$ cat config.mk
export PLATFORM = sky130hd
export DESIGN_NAME = vending_machine_param
export DESIGN_NICKNAME = d
export VERILOG_FILES = /design/src/rtl/vending_machine_param.sv
export SDC_FILE = /design/constraint.sdc
export NUM_CORES = 1
export LEC_CHECK = 0
export ABC_AREA = 1
export CAP_MARGIN = 25
export CORE_ASPECT_RATIO = 0.9
export CORE_MARGIN = 5
export CORE_UTILIZATION = 55
export DETAILED_ROUTE_END_ITERATION = 7
export GPL_TIMING_DRIVEN = 0
export PLACE_DENSITY = 0.8
export SLEW_MARGIN = 25
export SYNTH_ARGS = -nofsm -noshare
export SYNTH_HDL_FRONTEND = slang
export SYNTH_SLANG_ARGS = --single-unit
$ cat constraint.sdc
create_clock -name clk -period 4.9 [get_ports clk]
set_input_delay 0.98 -clock clk [delete_from_list [all_inputs] [get_ports clk]]
set_output_delay 0.98 -clock clk [all_outputs]
set_load 0.02 [all_outputs]
$ cat src/rtl/vending_machine_param.sv
// Parametrised vending controller: coin credit, single-item vend, UNIT-step change/refund.
// Optional stock counter with sold_out/restock is enabled by defining VM_STOCK_EN.
module vending_machine_param #(
  parameter int CREDIT_W    = 8,
  parameter int PRICE       = 15,
  parameter int COIN_LO_VAL = 5,
  parameter int COIN_HI_VAL = 10,
  parameter int UNIT        = 5,
  parameter int STOCK_INIT  = 8
) (
  input  logic                clk,
  input  logic                rst_n,
  input  logic                coin_lo,
  input  logic                coin_hi,
  input  logic                cancel,
`ifdef VM_STOCK_EN
  input  logic                restock,
  output logic                sold_out,
`endif
  output logic                dispense,
  output logic                change_pulse,
  output logic                coin_reject,
  output logic                busy,
  output logic [CREDIT_W-1:0] credit
);

  typedef enum logic [1:0] {S_IDLE, S_COLLECT, S_VEND, S_REFUND} state_t;

  localparam logic [CREDIT_W:0]   LO_V    = (CREDIT_W+1)'(COIN_LO_VAL);
  localparam logic [CREDIT_W:0]   HI_V    = (CREDIT_W+1)'(COIN_HI_VAL);
  localparam logic [CREDIT_W:0]   PRICE_V = (CREDIT_W+1)'(PRICE);
  localparam logic [CREDIT_W-1:0] PRICE_C = CREDIT_W'(PRICE);
  localparam logic [CREDIT_W-1:0] UNIT_C  = CREDIT_W'(UNIT);

  state_t              state_reg, state_next;
  logic [CREDIT_W-1:0] credit_reg, credit_next;
  logic                reject_reg, reject_next;
  logic [CREDIT_W:0]   coin_sum;
  logic                coins_blocked;

`ifdef VM_STOCK_EN
  localparam int STOCK_W = $clog2(STOCK_INIT + 1);
  logic [STOCK_W-1:0] stock_reg;

  // restock wins over a decrement on the same edge
  always_ff @(posedge clk or negedge rst_n) begin
    if (!rst_n)
      stock_reg <= STOCK_W'(STOCK_INIT);
    else if (restock)
      stock_reg <= STOCK_W'(STOCK_INIT);
    else if (state_reg == S_VEND && stock_reg != '0)
      stock_reg <= stock_reg - 1'b1;
  end

  assign coins_blocked = (stock_reg == '0);
  assign sold_out      = coins_blocked;
`else
  localparam int unused_stock_init = STOCK_INIT;
  assign coins_blocked = 1'b0;
`endif

  always_ff @(posedge clk or negedge rst_n) begin
    if (!rst_n) begin
      state_reg  <= S_IDLE;
      credit_reg <= '0;
      reject_reg <= 1'b0;
    end else begin
      state_reg  <= state_next;
      credit_reg <= credit_next;
      reject_reg <= reject_next;
    end
  end

  always_comb begin
    state_next  = state_reg;
    credit_next = credit_reg;
    reject_next = 1'b0;
    // coin_hi outranks coin_lo when both arrive together
    coin_sum    = {1'b0, credit_reg} + (coin_hi ? HI_V : LO_V);
    case (state_reg)
      S_IDLE, S_COLLECT: begin
        if (cancel && state_reg == S_COLLECT) begin
          state_next  = S_REFUND;
          reject_next = coin_hi | coin_lo;
        end else if (coin_hi || coin_lo) begin
          if (coin_hi && coin_lo)
            reject_next = 1'b1;
          if ((state_reg == S_IDLE && coins_blocked) || coin_sum[CREDIT_W]) begin
            reject_next = 1'b1;
          end else begin
            credit_next = coin_sum[CREDIT_W-1:0];
            state_next  = (coin_sum >= PRICE_V) ? S_VEND : S_COLLECT;
          end
        end
      end
      S_VEND: begin
        credit_next = credit_reg - PRICE_C;
        state_next  = (credit_reg != PRICE_C) ? S_REFUND : S_IDLE;
        reject_next = coin_hi | coin_lo;
      end
      S_REFUND: begin
        credit_next = credit_reg - UNIT_C;
        state_next  = (credit_reg == UNIT_C) ? S_IDLE : S_REFUND;
        reject_next = coin_hi | coin_lo;
      end
      default: begin
        state_next  = S_IDLE;
        credit_next = '0;
      end
    endcase
  end

  always_comb begin
    dispense     = (state_reg == S_VEND);
    change_pulse = (state_reg == S_REFUND);
    busy         = (state_reg == S_VEND) || (state_reg == S_REFUND);
    coin_reject  = reject_reg;
    credit       = credit_reg;
  end

endmodule

==> reports/metrics.yaml <==
cts_resized: 0
synth.yosys.seq_area_share: 0.224
synthCells: 193
viasPerCell: 5.54
cts_sinks: 11
cts_setup_buffers: 0
async_flop_share: 1.00
most-common-layout-cells: "48 x nand2_1, 30 x nand3_1, 24 x inv_1, 16 x nor2_1, 16 x clkdlybuf4s50_1"
htree_levels: 1
endpoint_kind: "flip-flop"
die_w_um: 59.8
num-nets-final: 227
path_clk_slew_ps: 70
path_cells: "clkdlybuf4s50_1 > inv_1 > ha_1 > fa_1 > nand3_1 > nand2_2 > nand2_2 > inv_2 > nand2_2 > nand2_4 > inv_4 > buf_8 > nand2_2 > o21ai_2"
clockRootBuffer: "clkbuf_4"
place.gp.congestion: 0.976
dr.pass1.iters: 4
syn_to_final_growth_pct: 17.9
grt_pass1_wl_um: 5670
finalHoldViolations: 0
cp_common_cell: "nand2_2"
coreArea_um2: 2160
yosysTopAreaCell: "dfrtp_1"
largest_register_ffs: 8
crit_family: "buffers and inverters"
timing.rr.start: "credit[0]"
dieArea_um2: 3280
min_to: "state_reg[0]"
ir_drop_mv: 0.467
critPathArrivalTime_ps: 3320
io-pin-count: 17
p_per_area_nw_per_um2: 776
grt_start_max_net_pins: 12
slowest_stage: "clkdlybuf4s50_1"
grt_pass1_vias: 1307
path_buf_inv: 5
rows: 16
tightestPinTransition_ps: 504
drc: 0
post-dp-hpwl_um: 2580
cp_max_fo: 10
total_power_mw: 1.12
maxSlewHeadroom: 0.663
fmax_mhz: 321
synth.top_cell.area_share: 0.224
r2r_setup_slack_ps: 2780
hold_depth: 2
drtIter0Drc: 65
r2r_end: "credit[5]"
cts-root-to-sink-buffers: 2
slowest_delay_ps: 650
grt_use_total: 0.232
clock_skew_ps: 4.75
slew_viol_final: 0
initial_core_util: 0.568
drive_above_1_share: 0.146
antenna_found_initial: 0
p_leak_nw: 0.734
period_needed_ps: 3110
synth_edf_count: 0
synthesis.area_um2: 1230
reg2reg_depth: 12
ant_nets: 0
nFillCells: 201
drv_cap: 0
cts_tree: "built"
finalNonFillerCells: 240
crit_required_ps: 5110
layout_commonest_cell: "nand2_1"
dp.cells: 236
synthTopCellsByArea: "dfrtp_1 22%, nand2_1 15%, nand3_1 12%"
synthFlopType: "dfrtp_1"
rsz0062_at_grt: "no"
overflow: 0
synth_nets: 206
worstHoldStart: "state_reg[0]"
worstHoldPathType: "flip-flop to flip-flop"
setup_viol: 0
antenna_cells: 0
crit_path_start: "coin_hi"
wire_per_inst_um: 13.6
status: "complete, no violations"
synth-seq-cells: 11
synthDistinctLibCells: 29
cp-start-kind: "input pin"
setup_tns_ps: 0
port_buffers: 16
insertion_delay_ps: 280
avgSynthCellArea_um2: 6.37
die_h_um: 54.8
path_class: "input pin to flip-flop"
yosys_warnings: 0
vias: 1330
fin_crit_sh: 0.636
numCtsBuffers: 3
wl_um: 3260
hold_buffers: 0
-- how the worst max path moves through the flow --
| stage | cells past startpoint | slack [ps] | to |
|---|---|---|---|
| global placement | 14 | 1590 | credit[3] |
| floorplan | 13 | 2450 | credit[3] |
| detailed placement | 14 | 1530 | credit[7] |
| global route | 14 | 1600 | credit[7] |
| CTS | 14 | 1810 | credit[7] |
| finish | 14 | 1790 | credit[5] |
-- power breakdown --
part	switching, mW	leakage [nW]	total (mW)	internal (mW)
Sequential	0.0650	0.130	0.204	0.139
Combinational	0.526	0.589	0.854	0.329
Clock	0.0341	0.0150	0.0657	0.0316
-- area by class of cell --
class,instances,area (um^2),area share
multi-input combinational,146,795,0.548
sequential,11,275,0.190
timing repair buffer,16,160,0.111
inverter,30,115,0.0794
buffer,6,43.8,0.0302
tap,27,33.8,0.0233
clock buffer,4,26.3,0.0181
-- stage by stage --
step | worst slack (ps) | hold WS [ps] | utilization | instance area, um^2
2_1_floorplan | 2450 | 558 | - | 1230
3_3_place_gp | 1590 | 613 | 0.658 | 1420
3_5_place_dp | 1530 | 638 | 0.658 | 1420
4_1_cts | 1810 | 655 | 0.670 | 1450
5_1_grt | 1600 | 665 | 0.670 | 1450
6_report | 1790 | 654 | 0.670 | 1450
-- worst reg2reg max path, cell delays in order (launching register included) --
cell	delay, ps
dfrtp_1	470
ha_1	250
fa_1	430
nand3_1	150
nand2_2	70
nand2_2	120
inv_2	60
nand2_2	80
nand2_4	70
inv_4	80
buf_8	160
nand2_2	70
o21ai_2	50
-- cell families (layout without fill, tap and decap cells) --
group                      count (synthesis)  count (layout)  share of synthesized area
and+or+nand+nor                          107             107                      0.392
buffers and inverters                     36              56                      0.129
AOI/OAI and AO/OA                         30              30                      0.160
DFF                                       11              11                      0.224
adders and majority gates                  8               8                     0.0876
xor gates and xnor gates                   1               1                    0.00713
-- synth_stat cells, types with 2 or more instances --
cell type and instances:
nand2_1 48, nand3_1 30, inv_1 24, nor2_1 16, dfrtp_1 11, o21ai_0 11
ha_1 7, nand2_2 7, a21oi_1 6, o21ai_2 6, inv_2 5, buf_2 2
buf_4 2, nand4_1 2, o211ai_1 2
-- layer usage --
metal	routed length [um]	vias up	track usage	share of wire
li1	-	671	-	-
met3	207	9	0.0495	0.064
met2	1570	44	0.394	0.48
met4	61	0	0.0996	0.019
met1	1420	606	0.284	0.43
met5	0	-	0	0
Note: power is estimated with default switching activity, not from simulation.
